<file path="src/rtl/blockmem_access_ctrl_if.sv">
// Request/response bundle between the load/store datapath (master) and blockmem_access_ctrl (slave).
interface blockmem_access_ctrl_if #(
  parameter int ADDR_W = 11,
  parameter int DATA_W = 16
);
  logic              req_valid;
  logic              req_ready;
  logic              req_we;
  logic [ADDR_W-1:0] req_addr;
  logic [DATA_W-1:0] req_wdata;
  logic              rsp_valid;
  logic              rsp_ready;
  logic [DATA_W-1:0] rsp_rdata;
  logic              rsp_we;
  logic              rsp_err;

  modport master (
    output req_valid, req_we, req_addr, req_wdata, rsp_ready,
    input  req_ready, rsp_valid, rsp_rdata, rsp_we, rsp_err
  );

  modport slave (
    input  req_valid, req_we, req_addr, req_wdata, rsp_ready,
    output req_ready, rsp_valid, rsp_rdata, rsp_we, rsp_err
  );
endinterface

</file>
<file path="src/rtl/blockmem_access_ctrl.sv">
// Single-outstanding front end for a 1-cycle-read block RAM: response 2 edges (store) / 3 edges (load) after accept, held until rsp_ready.
// Optional MEM_BOUNDS_CHECK_EN: requests at or above MEM_WORDS skip the RAM and answer rsp_err after 1 edge.
module blockmem_access_ctrl #(
  parameter int ADDR_W    = 11,
  parameter int DATA_W    = 16,
  parameter int MEM_WORDS = 2048
) (
  input  logic                   clka,
  input  logic                   rst_n,
  blockmem_access_ctrl_if.slave  bus,
  output logic                   mem_wea,
  output logic [ADDR_W-1:0]      mem_addra,
  output logic [DATA_W-1:0]      mem_dina,
  input  logic [DATA_W-1:0]      mem_douta,
  output logic                   busy
);

  typedef enum logic [1:0] {IDLE, ISSUE, CAPTURE, RESP} state_t;

  state_t            state, state_nxt;
  logic              wea_nxt;
  logic [ADDR_W-1:0] addra_nxt;
  logic [DATA_W-1:0] dina_nxt;
  logic              rsp_valid_q, rsp_valid_nxt;
  logic [DATA_W-1:0] rsp_rdata_q, rsp_rdata_nxt;
  logic              rsp_we_q, rsp_we_nxt;
  logic              rsp_err_q, rsp_err_nxt;
  logic              oob;

`ifdef MEM_BOUNDS_CHECK_EN
  assign oob = 32'(bus.req_addr) >= 32'(MEM_WORDS);
`else
  logic unused_mem_words;
  assign oob              = 1'b0;
  assign unused_mem_words = ^MEM_WORDS;
`endif

  always_ff @(posedge clka or negedge rst_n) begin
    if (!rst_n) begin
      state       <= IDLE;
      mem_wea     <= 1'b0;
      mem_addra   <= '0;
      mem_dina    <= '0;
      rsp_valid_q <= 1'b0;
      rsp_rdata_q <= '0;
      rsp_we_q    <= 1'b0;
      rsp_err_q   <= 1'b0;
    end else begin
      state       <= state_nxt;
      mem_wea     <= wea_nxt;
      mem_addra   <= addra_nxt;
      mem_dina    <= dina_nxt;
      rsp_valid_q <= rsp_valid_nxt;
      rsp_rdata_q <= rsp_rdata_nxt;
      rsp_we_q    <= rsp_we_nxt;
      rsp_err_q   <= rsp_err_nxt;
    end
  end

  // RAM address/data hold their last value; only the write enable is a one-cycle pulse.
  always_comb begin
    state_nxt     = state;
    wea_nxt       = 1'b0;
    addra_nxt     = mem_addra;
    dina_nxt      = mem_dina;
    rsp_valid_nxt = rsp_valid_q;
    rsp_rdata_nxt = rsp_rdata_q;
    rsp_we_nxt    = rsp_we_q;
    rsp_err_nxt   = rsp_err_q;
    case (state)
      IDLE: begin
        if (bus.req_valid) begin
          rsp_we_nxt  = bus.req_we;
          rsp_err_nxt = oob;
          if (oob) begin
            rsp_valid_nxt = 1'b1;
            rsp_rdata_nxt = '0;
            state_nxt     = RESP;
          end else begin
            addra_nxt = bus.req_addr;
            dina_nxt  = bus.req_wdata;
            wea_nxt   = bus.req_we;
            state_nxt = ISSUE;
          end
        end
      end
      ISSUE: begin
        if (rsp_we_q) begin
          rsp_rdata_nxt = '0;
          rsp_valid_nxt = 1'b1;
          state_nxt     = RESP;
        end else begin
          state_nxt = CAPTURE;
        end
      end
      // RAM output register is valid one edge after the read was issued.
      CAPTURE: begin
        rsp_rdata_nxt = mem_douta;
        rsp_valid_nxt = 1'b1;
        state_nxt     = RESP;
      end
      RESP: begin
        if (bus.rsp_ready) begin
          rsp_valid_nxt = 1'b0;
          state_nxt     = IDLE;
        end
      end
      default: state_nxt = IDLE;
    endcase
  end

  assign bus.req_ready = (state == IDLE);
  assign busy          = (state != IDLE);
  assign bus.rsp_valid = rsp_valid_q;
  assign bus.rsp_rdata = rsp_rdata_q;
  assign bus.rsp_we    = rsp_we_q;
  assign bus.rsp_err   = rsp_err_q;

endmodule

</file>
<file path="src/flat_wrapper.sv">
// flat-port wrapper written by rule: the top's interface ports become plain ports
module blockmem_access_ctrl_flat 
#(
  parameter int ADDR_W    = 11,
  parameter int DATA_W    = 16,
  parameter int MEM_WORDS = 2048
)
  (clka, rst_n, mem_wea, mem_addra, mem_dina, mem_douta, busy, bus_req_valid, bus_req_we, bus_req_addr, bus_req_wdata, bus_rsp_ready, bus_req_ready, bus_rsp_valid, bus_rsp_rdata, bus_rsp_we, bus_rsp_err);
  blockmem_access_ctrl_if #(.ADDR_W(ADDR_W), .DATA_W(DATA_W)) bus_i ();
  input  logic clka;
  input  logic rst_n;
  output logic mem_wea;
  output logic [ADDR_W-1:0] mem_addra;
  output logic [DATA_W-1:0] mem_dina;
  input  logic [DATA_W-1:0] mem_douta;
  output logic busy;
  input wire logic [$bits(bus_i.req_valid)-1:0] bus_req_valid;
  input wire logic [$bits(bus_i.req_we)-1:0] bus_req_we;
  input wire logic [$bits(bus_i.req_addr)-1:0] bus_req_addr;
  input wire logic [$bits(bus_i.req_wdata)-1:0] bus_req_wdata;
  input wire logic [$bits(bus_i.rsp_ready)-1:0] bus_rsp_ready;
  output wire logic [$bits(bus_i.req_ready)-1:0] bus_req_ready;
  output wire logic [$bits(bus_i.rsp_valid)-1:0] bus_rsp_valid;
  output wire logic [$bits(bus_i.rsp_rdata)-1:0] bus_rsp_rdata;
  output wire logic [$bits(bus_i.rsp_we)-1:0] bus_rsp_we;
  output wire logic [$bits(bus_i.rsp_err)-1:0] bus_rsp_err;
  assign bus_i.req_valid = bus_req_valid;
  assign bus_i.req_we = bus_req_we;
  assign bus_i.req_addr = bus_req_addr;
  assign bus_i.req_wdata = bus_req_wdata;
  assign bus_i.rsp_ready = bus_rsp_ready;
  assign bus_req_ready = bus_i.req_ready;
  assign bus_rsp_valid = bus_i.rsp_valid;
  assign bus_rsp_rdata = bus_i.rsp_rdata;
  assign bus_rsp_we = bus_i.rsp_we;
  assign bus_rsp_err = bus_i.rsp_err;
  blockmem_access_ctrl #(.ADDR_W(ADDR_W), .DATA_W(DATA_W), .MEM_WORDS(MEM_WORDS)) u_core (.clka(clka), .rst_n(rst_n), .bus(bus_i), .mem_wea(mem_wea), .mem_addra(mem_addra), .mem_dina(mem_dina), .mem_douta(mem_douta), .busy(busy));
endmodule
</file>
<file path="config.mk">
export PLATFORM = sky130hd
export DESIGN_NAME = blockmem_access_ctrl_flat
export DESIGN_NICKNAME = d
export VERILOG_FILES = /design/src/rtl/blockmem_access_ctrl_if.sv /design/src/rtl/blockmem_access_ctrl.sv /design/src/flat_wrapper.sv
export SDC_FILE = /design/constraint.sdc
export NUM_CORES = 1
export LEC_CHECK = 0
export BUFFER_PORTS_ARGS = -buffer_cell sky130_fd_sc_hd__clkbuf_2
export CAP_MARGIN = 20
export CORE_MARGIN = 2
export CORE_UTILIZATION = 45
export CTS_CLUSTER_SIZE = 40
export DETAILED_ROUTE_END_ITERATION = 10
export PLACE_DENSITY = 0.89
export REMOVE_ABC_BUFFERS = 1
export SYNTH_ARGS = -nofsm -noshare
export SYNTH_HDL_FRONTEND = slang
export SYNTH_SLANG_ARGS = --single-unit
</file>
<file path="constraint.sdc">
create_clock -name clka -period 2 [get_ports clka]
set_input_delay 0.1 -clock clka [delete_from_list [all_inputs] [get_ports clka]]
set_output_delay 0.1 -clock clka [all_outputs]
set_load 0.01 [all_outputs]
</file>
Yosys cells after proc, flatten, opt, wreduce, memory -nomap -nowiden
Index checks and enable logic that the tools add are counted.
Widths: inputs -> output; s select.
{"block": "totals", "input_bits": 48, "register_bits": 48, "output_inout_bits": 49, "elab_cells": 32}
{"block": "classes", "n_bitwise": 1, "eq_ne": 6, "n_mux": 11, "reduce_logical": 7}
{"operator": "$pmux 16 s2", "n": 1}
{"operator": "$mux 16", "n": 1}
{"operator": "$pmux 2 s4", "n": 1}
{"operator": "$reduce_and 2->1", "n": 3}
{"operator": "$mux 1", "n": 5}
{"operator": "$eq 2x2->1 const B", "n": 2}
{"operator": "$mux 2", "n": 2}
{"operator": "$ne 2x2->1 const B", "n": 2}
{"operator": "$reduce_bool 2->1", "n": 2}
{"operator": "$pmux 1 s3", "n": 1}
{"operator": "$reduce_and 3->1", "n": 1}
{"operator": "$eq 2x1->1 const B", "n": 1}
{"operator": "$logic_not 2->1", "n": 1}
{"operator": "$ne 2x1->1 const B", "n": 1}
{"operator": "$not 1->1", "n": 1}

Depth between registers and ports, before layout
Gate-level depths: netlist of run 1.
{"block": "logic_depth", "depth_word": 3, "depth_mapped": 7, "mapped_depth_nobuf": 5}

Worst setup path before layout of run 1
Ideal clock, no wire load.
{"block": "synth_timing", "kind": "reg2reg", "from": "reg u_core.state[0]", "to": "reg u_core.mem_dina[2]", "t_arrival_ns": 1.398, "path_stages_with_launch": 6, "path_buffers": 1, "synth_period_minus_slack_ns": 1.526, "t_required_ns": 1.873, "setup_slack_ns": 0.474, "setup_ns": 0.127, "path_cell_list": "dfrtp_1 -> inv_1 -> ha_1 -> nand2_4 -> buf_6 -> mux2_1"}
{"block": "synth_between", "elab_chain_cells": 2}
{"element": "start, declared", "line": "blockmem_access_ctrl.sv:20", "text": "state_t state, state_nxt;"}
{"element": "start signal, assigned", "line": "blockmem_access_ctrl.sv:49", "text": "state <= state_nxt;"}
{"element": "$logic_not 2->1"}
{"element": "via bus_req_ready", "line": "flat_wrapper.sv:22", "text": "output wire logic [$bits(bus_i.req_ready)-1:0] bus_req_ready;"}
{"element": "$reduce_and 2->1 (no source line)"}
{"element": "end signal, assigned", "line": "blockmem_access_ctrl.sv:52", "text": "mem_dina <= dina_nxt;"}
{"element": "end, declared", "line": "blockmem_access_ctrl.sv:13", "text": "output logic [DATA_W-1:0] mem_dina,"}
The timed path passes the listed nets, and every way through them passes these cells.
A chain may end at the register's enable or synchronous reset.

Final worst setup path of run 1
{"block": "layout_timing", "from": "reg u_core.state[0]", "to": "reg u_core.mem_dina[12]"}
{"block": "layout_between", "elab_chain_cells": 2}
{"element": "$logic_not 2->1", "line": "blockmem_access_ctrl.sv:70", "text": "case (state)"}
{"element": "$reduce_and 2->1 (no source line)"}
No other way between the ends.

==> impl_metrics.tcl, run 1 <==
set metrics [dict create \
    ir_drop_v 0.000813 \
    grt_pass1_vias 1455 \
    rows 23 \
    r2r-end "u_core.mem_dina[12]" \
    cts_tree "built" \
    grt_max_degree 29 \
    synth-seq-area-share_pct 63.0 \
    clock_latency_ps 290 \
    synth_top_cell_area_share_pct 63.0 \
    cp_max_fo 28 \
    diodes 0 \
    dpl.hpwl_mm 2.98 \
    grt_usage_pct 18.3 \
    yosys_warnings 0 \
    die_y_um 69.1 \
    fmax_mhz 603 \
    critPathLaunchType "register" \
    power_density_mw_per_mm2 1620 \
    netlist_instances 123 \
    die_w_um 69.1 \
    max-cap-violations 0 \
    final_cell_area_mm2 0.00251 \
    synth_edf_count 0 \
    final.setup.tns_ps 0 \
    wl_per_cell_um 14.5 \
    synth_seq_cells 48 \
    rr_startpoint "u_core.state[0]" \
    fin_crit_sh_pct 82.9 \
    drtIter0Drc 64 \
    async_reset_ff_share_pct 100 \
    io_buffers 95 \
    dr_total_vias 1301 \
    area_growth_pct 31.5 \
    r2r_cells 4 \
    required_ps 2170 \
    first_pass_iters 4 \
    cts_buffers 5 \
    io_pins 97 \
    relSlewSlack_pct 54.9 \
    clock-sinks 48 \
    ys.flop_type "dfrtp_1" \
    fillers 313 \
    rrSetupSlack_ps 340 \
    netlist_top_cells_count "dfrtp_1, mux2_2, a22o_1" \
    rsz0062_at_grt "no" \
    endpoint_kind "register" \
    ctsHtreeMaxLevel 2 \
    whs_endpoint "u_core.mem_dina[2]" \
    worstSetupPathType "reg2reg" \
    overflow 0 \
    synth_cell_types 27 \
    drcViolationCount 0 \
    hold_violations 0 \
    hold_path.class "in2reg" \
    power.leakage_nw 1.33 \
    avgSynthCellArea_um2 15.5 \
    outcome "finished clean" \
    final_layout_size_suffix_gt1_share_pct 63.3 \
    postCtsResizedCells 0 \
    hp-start "bus_req_wdata[2]" \
    coreArea_mm2 0.00403 \
    utilization_pct 62.2 \
    ctsLongestPathBuffers 2 \
    setup_violations 0 \
    antenna_found_initial 0 \
    report.final.slew_viol_count 0 \
    yosysMostFrequentCell "dfrtp_1" \
    min_path_cells 2 \
    cp_data_arrival_time_ps 1830 \
    placed_area_mm2 0.00240 \
    yosys-top-cells-area "dfrtp_1, mux2_2, a22o_1, a22o_2, ha_1" \
    fin_crit_ps 1660 \
    hold_ws_ps 25.4 \
    drt_wl_total_mm 3.92 \
    tightest_slew_ps 676 \
    syn_area_mm2 0.00191 \
    fin_skew_ps 5.90 \
    start_util_pct 47.3 \
    grt_pass1_wl_mm 6.84 \
    root_buffer "clkbuf_8" \
    vias_per_cell 4.80 \
    place_congestion 0.755 \
    synth_area_leader_cell "dfrtp_1" \
    die_area_mm2 0.00477 \
    detail-route-antenna-nets 0 \
    finish.net_count 274 \
    clkTransAtPathRegs_ps 80 \
]
logic make-up (layout without fill, tap and decap cells):
kind of cell,after synthesis,in the layout,synth area share (%)
AOI/OAI and AO/OA,22,22,10.0
adders and majority gates,4,4,2.62
buffers and inverters,9,107,3.81
DFF,48,48,63.0
muxes,27,27,15.9
other,1,1,0.197
and+or+nand+nor,12,12,4.40
repair_timing:
action,CTS,global route
hold endpoints to repair,48,0
hold buffers,1,0
buffers inserted,0,0
state kept, by name, indices dropped and copies added, names as in the netlist:
| signal | flops |
|---|---|
| u_core.bus.rsp_rdata | 16 |
| u_core.mem_dina | 16 |
| u_core.mem_addra | 11 |
| u_core.state | 2 |
| u_core.bus.rsp_valid | 1 |
| u_core.bus.rsp_we | 1 |
| u_core.mem_wea | 1 |
layout make-up:
| cell class | instances | area (um^2) | area share, % |
|---|---|---|---|
| tap | 50 | 62.6 | 2.50 |
| clock inverter | 1 | 30.0 | 1.20 |
| sequential | 48 | 1200 | 47.9 |
| clock buffer | 5 | 68.8 | 2.74 |
| inverter | 3 | 11.3 | 0.449 |
| timing repair buffer | 98 | 500 | 20.0 |
| multi-input combinational | 66 | 633 | 25.2 |
worst max-delay path: stages (launching register included):
cell	delay [ps]
dfrtp_1	440
inv_1	90
ha_1	290
nand2_4	320
mux2_2	390
where the power goes:
part           total, mW  switching, mW  internal [mW]
logic               1.76          0.875          0.887
clock network      0.637          0.279          0.359
registers           1.66          0.239           1.42
worst max path at each step:
stage                    startpoint                       to  slack (ps)  cells past startpoint
finish              u_core.state[0]      u_core.mem_dina[12]         340                      4
global route        u_core.state[0]  u_core.bus.rsp_rdata[2]         200                      4
CTS                 u_core.state[0]     u_core.mem_addra[10]         350                      4
detailed placement  u_core.state[0]     u_core.mem_addra[10]         360                      4
global placement    u_core.state[0]  u_core.bus.rsp_rdata[3]         410                      4
floorplan           u_core.state[0]      u_core.mem_addra[0]         490                      4
through the flow:
stage / power, mW / cells / worst slack (ps)
4_1_cts: 4.12 / 271 / 351
5_1_grt: 4.38 / 271 / 202
2_1_floorplan: 2.75 / 117 / 486
3_5_place_dp: 3.46 / 264 / 364
3_3_place_gp: 3.39 / 264 / 406
6_report: 4.06 / 271 / 343
routing by layer:
layer	vias up	GRT usage, %	wire, um
li1	632	-	-
met1	612	20.2	1530
met2	47	32.4	2080
met3	10	5.41	195
met4	0	7.84	119
met5	-	0	0
cell usage in the layout, fill, tap and decap left out:
cell type	n
clkbuf_8	5
a21o_1	1
a21oi_1	2
nand2b_4	1
dfrtp_1	48
nand3_1	1
nand4_1	1
o21ai_2	1
nand2b_1	2
a22o_2	6
a22o_1	10
buf_4	2
nand2_1	2
dlygate4sd3_1	1
and3_1	1
conb_1	1
nand2_4	1
a31o_2	1
nor3b_1	1
nor3_1	1
inv_1	3
o2bb2ai_1	1
and2_4	1
bufinv_16	1
mux2_1	1
ha_1	4
clkbuf_2	95
mux2_2	26
(Power assumes the default switching activity.)
==> run 2: changes to the inputs <==
--- a/config.mk
+++ b/config.mk
@@ -5,10 +5,11 @@
 export SDC_FILE = /design/constraint.sdc
 export NUM_CORES = 1
 export LEC_CHECK = 0
+export ABC_AREA = 1
 export BUFFER_PORTS_ARGS = -buffer_cell sky130_fd_sc_hd__clkbuf_2
 export CAP_MARGIN = 20
 export CORE_MARGIN = 2
-export CORE_UTILIZATION = 45
+export CORE_UTILIZATION = 46
 export CTS_CLUSTER_SIZE = 40
 export DETAILED_ROUTE_END_ITERATION = 10
 export PLACE_DENSITY = 0.89
==> constraint.sdc (replaced) <==
create_clock -name clka -period 1.6 [get_ports clka]
set_input_delay 0.08 -clock clka [delete_from_list [all_inputs] [get_ports clka]]
set_output_delay 0.08 -clock clka [all_outputs]
set_load 0.01 [all_outputs]
==> impl_metrics.tcl, run 2 <==
set metrics [dict create \
    vias_per_cell 4.84 \
    rr_startpoint "u_core.state[1]" \
    ctsLongestPathBuffers 2 \
    final_cell_area_mm2 0.00282 \
    required_ps 1520 \
    io_pins 97 \
    netlist_instances 227 \
    cp_max_fo 17 \
    outcome "finished clean" \
    synth_edf_count 0 \
    start_util_pct 48.0 \
    dpl.hpwl_mm 3.47 \
    synth_xor_xnor_area_share_pct 0 \
    hold_ws_ps 7.73 \
    ir_drop_v 0.00103 \
    diodes 0 \
    instances_no_fill 385 \
    final_common_cell "clkbuf_2" \
    detail-route-antenna-nets 0 \
    final_layout_size_suffix_gt1_share_pct 37.5 \
    fmax_mhz 661 \
    seqCellArea_mm2 0.00120 \
    grt_usage_pct 19.0 \
    synth_seq_cells 48 \
    multi_input_area_um2 713 \
    wl_per_cell_um 11.9 \
    placed_area_mm2 0.00261 \
    antenna_found_initial 0 \
    yosys_warnings 0 \
    synth_area_leader_cell "dfrtp_1" \
    place_congestion 0.788 \
    fin_skew_ps 5.20 \
    cts_buffers 5 \
    drcViolationCount 0 \
    first_pass_iters 6 \
    critPathSlowestCell "dfrtp_1" \
    endpoint_kind "output pin" \
    synthAdderAreaFrac_pct 2.40 \
    setup_violations 0 \
    rrSetupSlack_ps 150 \
    yosys-top-cells-area "dfrtp_1, nand2_1, nand3_1, o21ai_2, inv_1" \
    final_cell_mix "clkbuf_2, nand2_1, dfrtp_1" \
    max-cap-violations 0 \
    synthSimpleGateAreaFrac_pct 24.3 \
    drt_wl_total_mm 4.60 \
    avgSynthCellArea_um2 9.20 \
    whs_endpoint "u_core.mem_dina[2]" \
    dr_total_vias 1863 \
    coreArea_mm2 0.00435 \
    r2r_cells 6 \
    synth_compound_area_share_pct 6.65 \
    async_reset_ff_share_pct 100 \
    hold_violations 0 \
    clock-sinks 48 \
    crit_path_max_incr_delay_ps 430 \
    io_buffers 95 \
    rows 24 \
    finish.net_count 384 \
    die_y_um 71.4 \
    grt_max_degree 25 \
    cp_data_arrival_time_ps 1430 \
    clkTransAtPathRegs_ps 90 \
    fin_crit_sh_pct 94.6 \
    die_area_mm2 0.00509 \
    ys.flop_type "dfrtp_1" \
    syn_area_mm2 0.00209 \
    fin_crit_ps 1510 \
    worstSetupPathType "reg2out" \
    ctsHtreeMaxLevel 2 \
    min_path_cells 3 \
    netlist_top_cells_count "nand2_1, dfrtp_1, nand3_1" \
    synth_top_family_by_area "simple AND/OR/NAND/NOR gates" \
    synth.mux.area_fraction_pct 0 \
    r2r-end "u_core.bus.rsp_rdata[1]" \
    power_density_mw_per_mm2 1930 \
    grt_pass1_wl_mm 7.87 \
    hp-start "bus_req_wdata[2]" \
    grt_pass1_vias 1769 \
    synth_top_cell_area_share_pct 57.5 \
    synth_cell_types 18 \
    yosysMostFrequentCell "nand2_1" \
    die_w_um 71.4 \
    report.final.slew_viol_count 0 \
    dp.cells 368 \
    root_buffer "clkbuf_8" \
    fillers 384 \
    hold_path.class "in2reg" \
    drtIter0Drc 82 \
    rsz0062_at_grt "no" \
    overflow 0 \
    crit_chain "inv_1, ha_4, buf_6, clkbuf_2" \
    cts_tree "built" \
    power.leakage_nw 1.61 \
    synth-seq-area-share_pct 57.5 \
    clock_latency_ps 290 \
    critPathLaunchType "register" \
    area_growth_pct 34.8 \
]
-- run 2: changes by cell type in the layout (fill, tap and decap cells not counted), moves of 7 or more --
cell,change
a22o_1,-10
mux2_2,-26
nand3_1,+46
nand2_1,+66
dlygate4sd3_1,+7
o21ai_0,+7
inv_1,+20
o21ai_2,+9
-- run 2: cell type report --
| type | count | share of cell area [%] |
|---|---|---|
| tap | 52 | 2.31 |
| sequential | 48 | 42.7 |
| inverter | 24 | 3.20 |
| multi-input combinational | 141 | 25.3 |
| timing repair buffer | 112 | 23.2 |
| clock buffer | 7 | 3.07 |
| clock inverter | 1 | 0.267 |
-- run 2: worst max path at each step --
stage                               start                  endpoint  slack [ps]  depth (start not counted)
after floorplan           u_core.state[0]         u_core.bus.rsp_we        -550                          4
after global placement    u_core.state[1]  u_core.bus.rsp_rdata[15]         180                          4
after detailed placement  u_core.state[1]   u_core.bus.rsp_rdata[0]          60                          4
after CTS                 u_core.state[0]             bus_req_ready          30                          4
after global routing      u_core.state[0]             bus_req_ready        0.08                          4
final                     u_core.state[0]             bus_req_ready          90                          4
-- run 2: critical path, delay by kind of cell (launching register included) --
kind                       cells  cell delay (ps)
DFF                            1              430
adders and majority gates      1              220
buffers and inverters          3              480
-- run 2: logic make-up after synthesis --
logic type | count (synthesis)
other | 1
DFF | 48
AOI/OAI and AO/OA | 18
adders and majority gates | 4
buffers and inverters | 38
and+or+nand+nor | 118
-- run 2: where the power goes --
part | switching [mW] | internal (mW)
clock network | 0.378 | 0.351
registers | 0.328 | 1.78
logic | 1.51 | 1.08
-- run 2: repair_timing --
| item | CTS | global route |
|---|---|---|
| endpoints found under the hold margin | 40 | 0 |
| setup buffers | 0 | 1 |
| hold buffers | 8 | 0 |
| endpoints found under the setup margin | 1 | 7 |
| pin swaps | 0 | 1 |
| resized for setup | 2 | 1 |
-- run 2: through the flow --
| step | total power, mW | TNS [ps] | util (%) | setup slack, ps |
|---|---|---|---|---|
| 5_1_grt | 5.90 | 0 | 64.7 | 0.0755 |
| 6_report | 5.43 | 0 | 64.7 | 86.9 |
| 2_1_floorplan | 3.54 | -14900 | - | -551 |
| 3_5_place_dp | 4.60 | 0 | 59.8 | 59.6 |
| 4_1_cts | 5.37 | 0 | 64.0 | 28.9 |
| 3_3_place_gp | 4.50 | 0 | 59.8 | 176 |
-- run 2: layer usage --
| layer | track usage, % | part of all wire (%) | vias up |
|---|---|---|---|
| li1 | - | - | 923 |
| met1 | 24.4 | 42 | 848 |
| met2 | 32.8 | 49 | 85 |
| met3 | 4.22 | 8.5 | 7 |
| met4 | 4.40 | 1.1 | 0 |
| met5 | 0 | 0 | - |
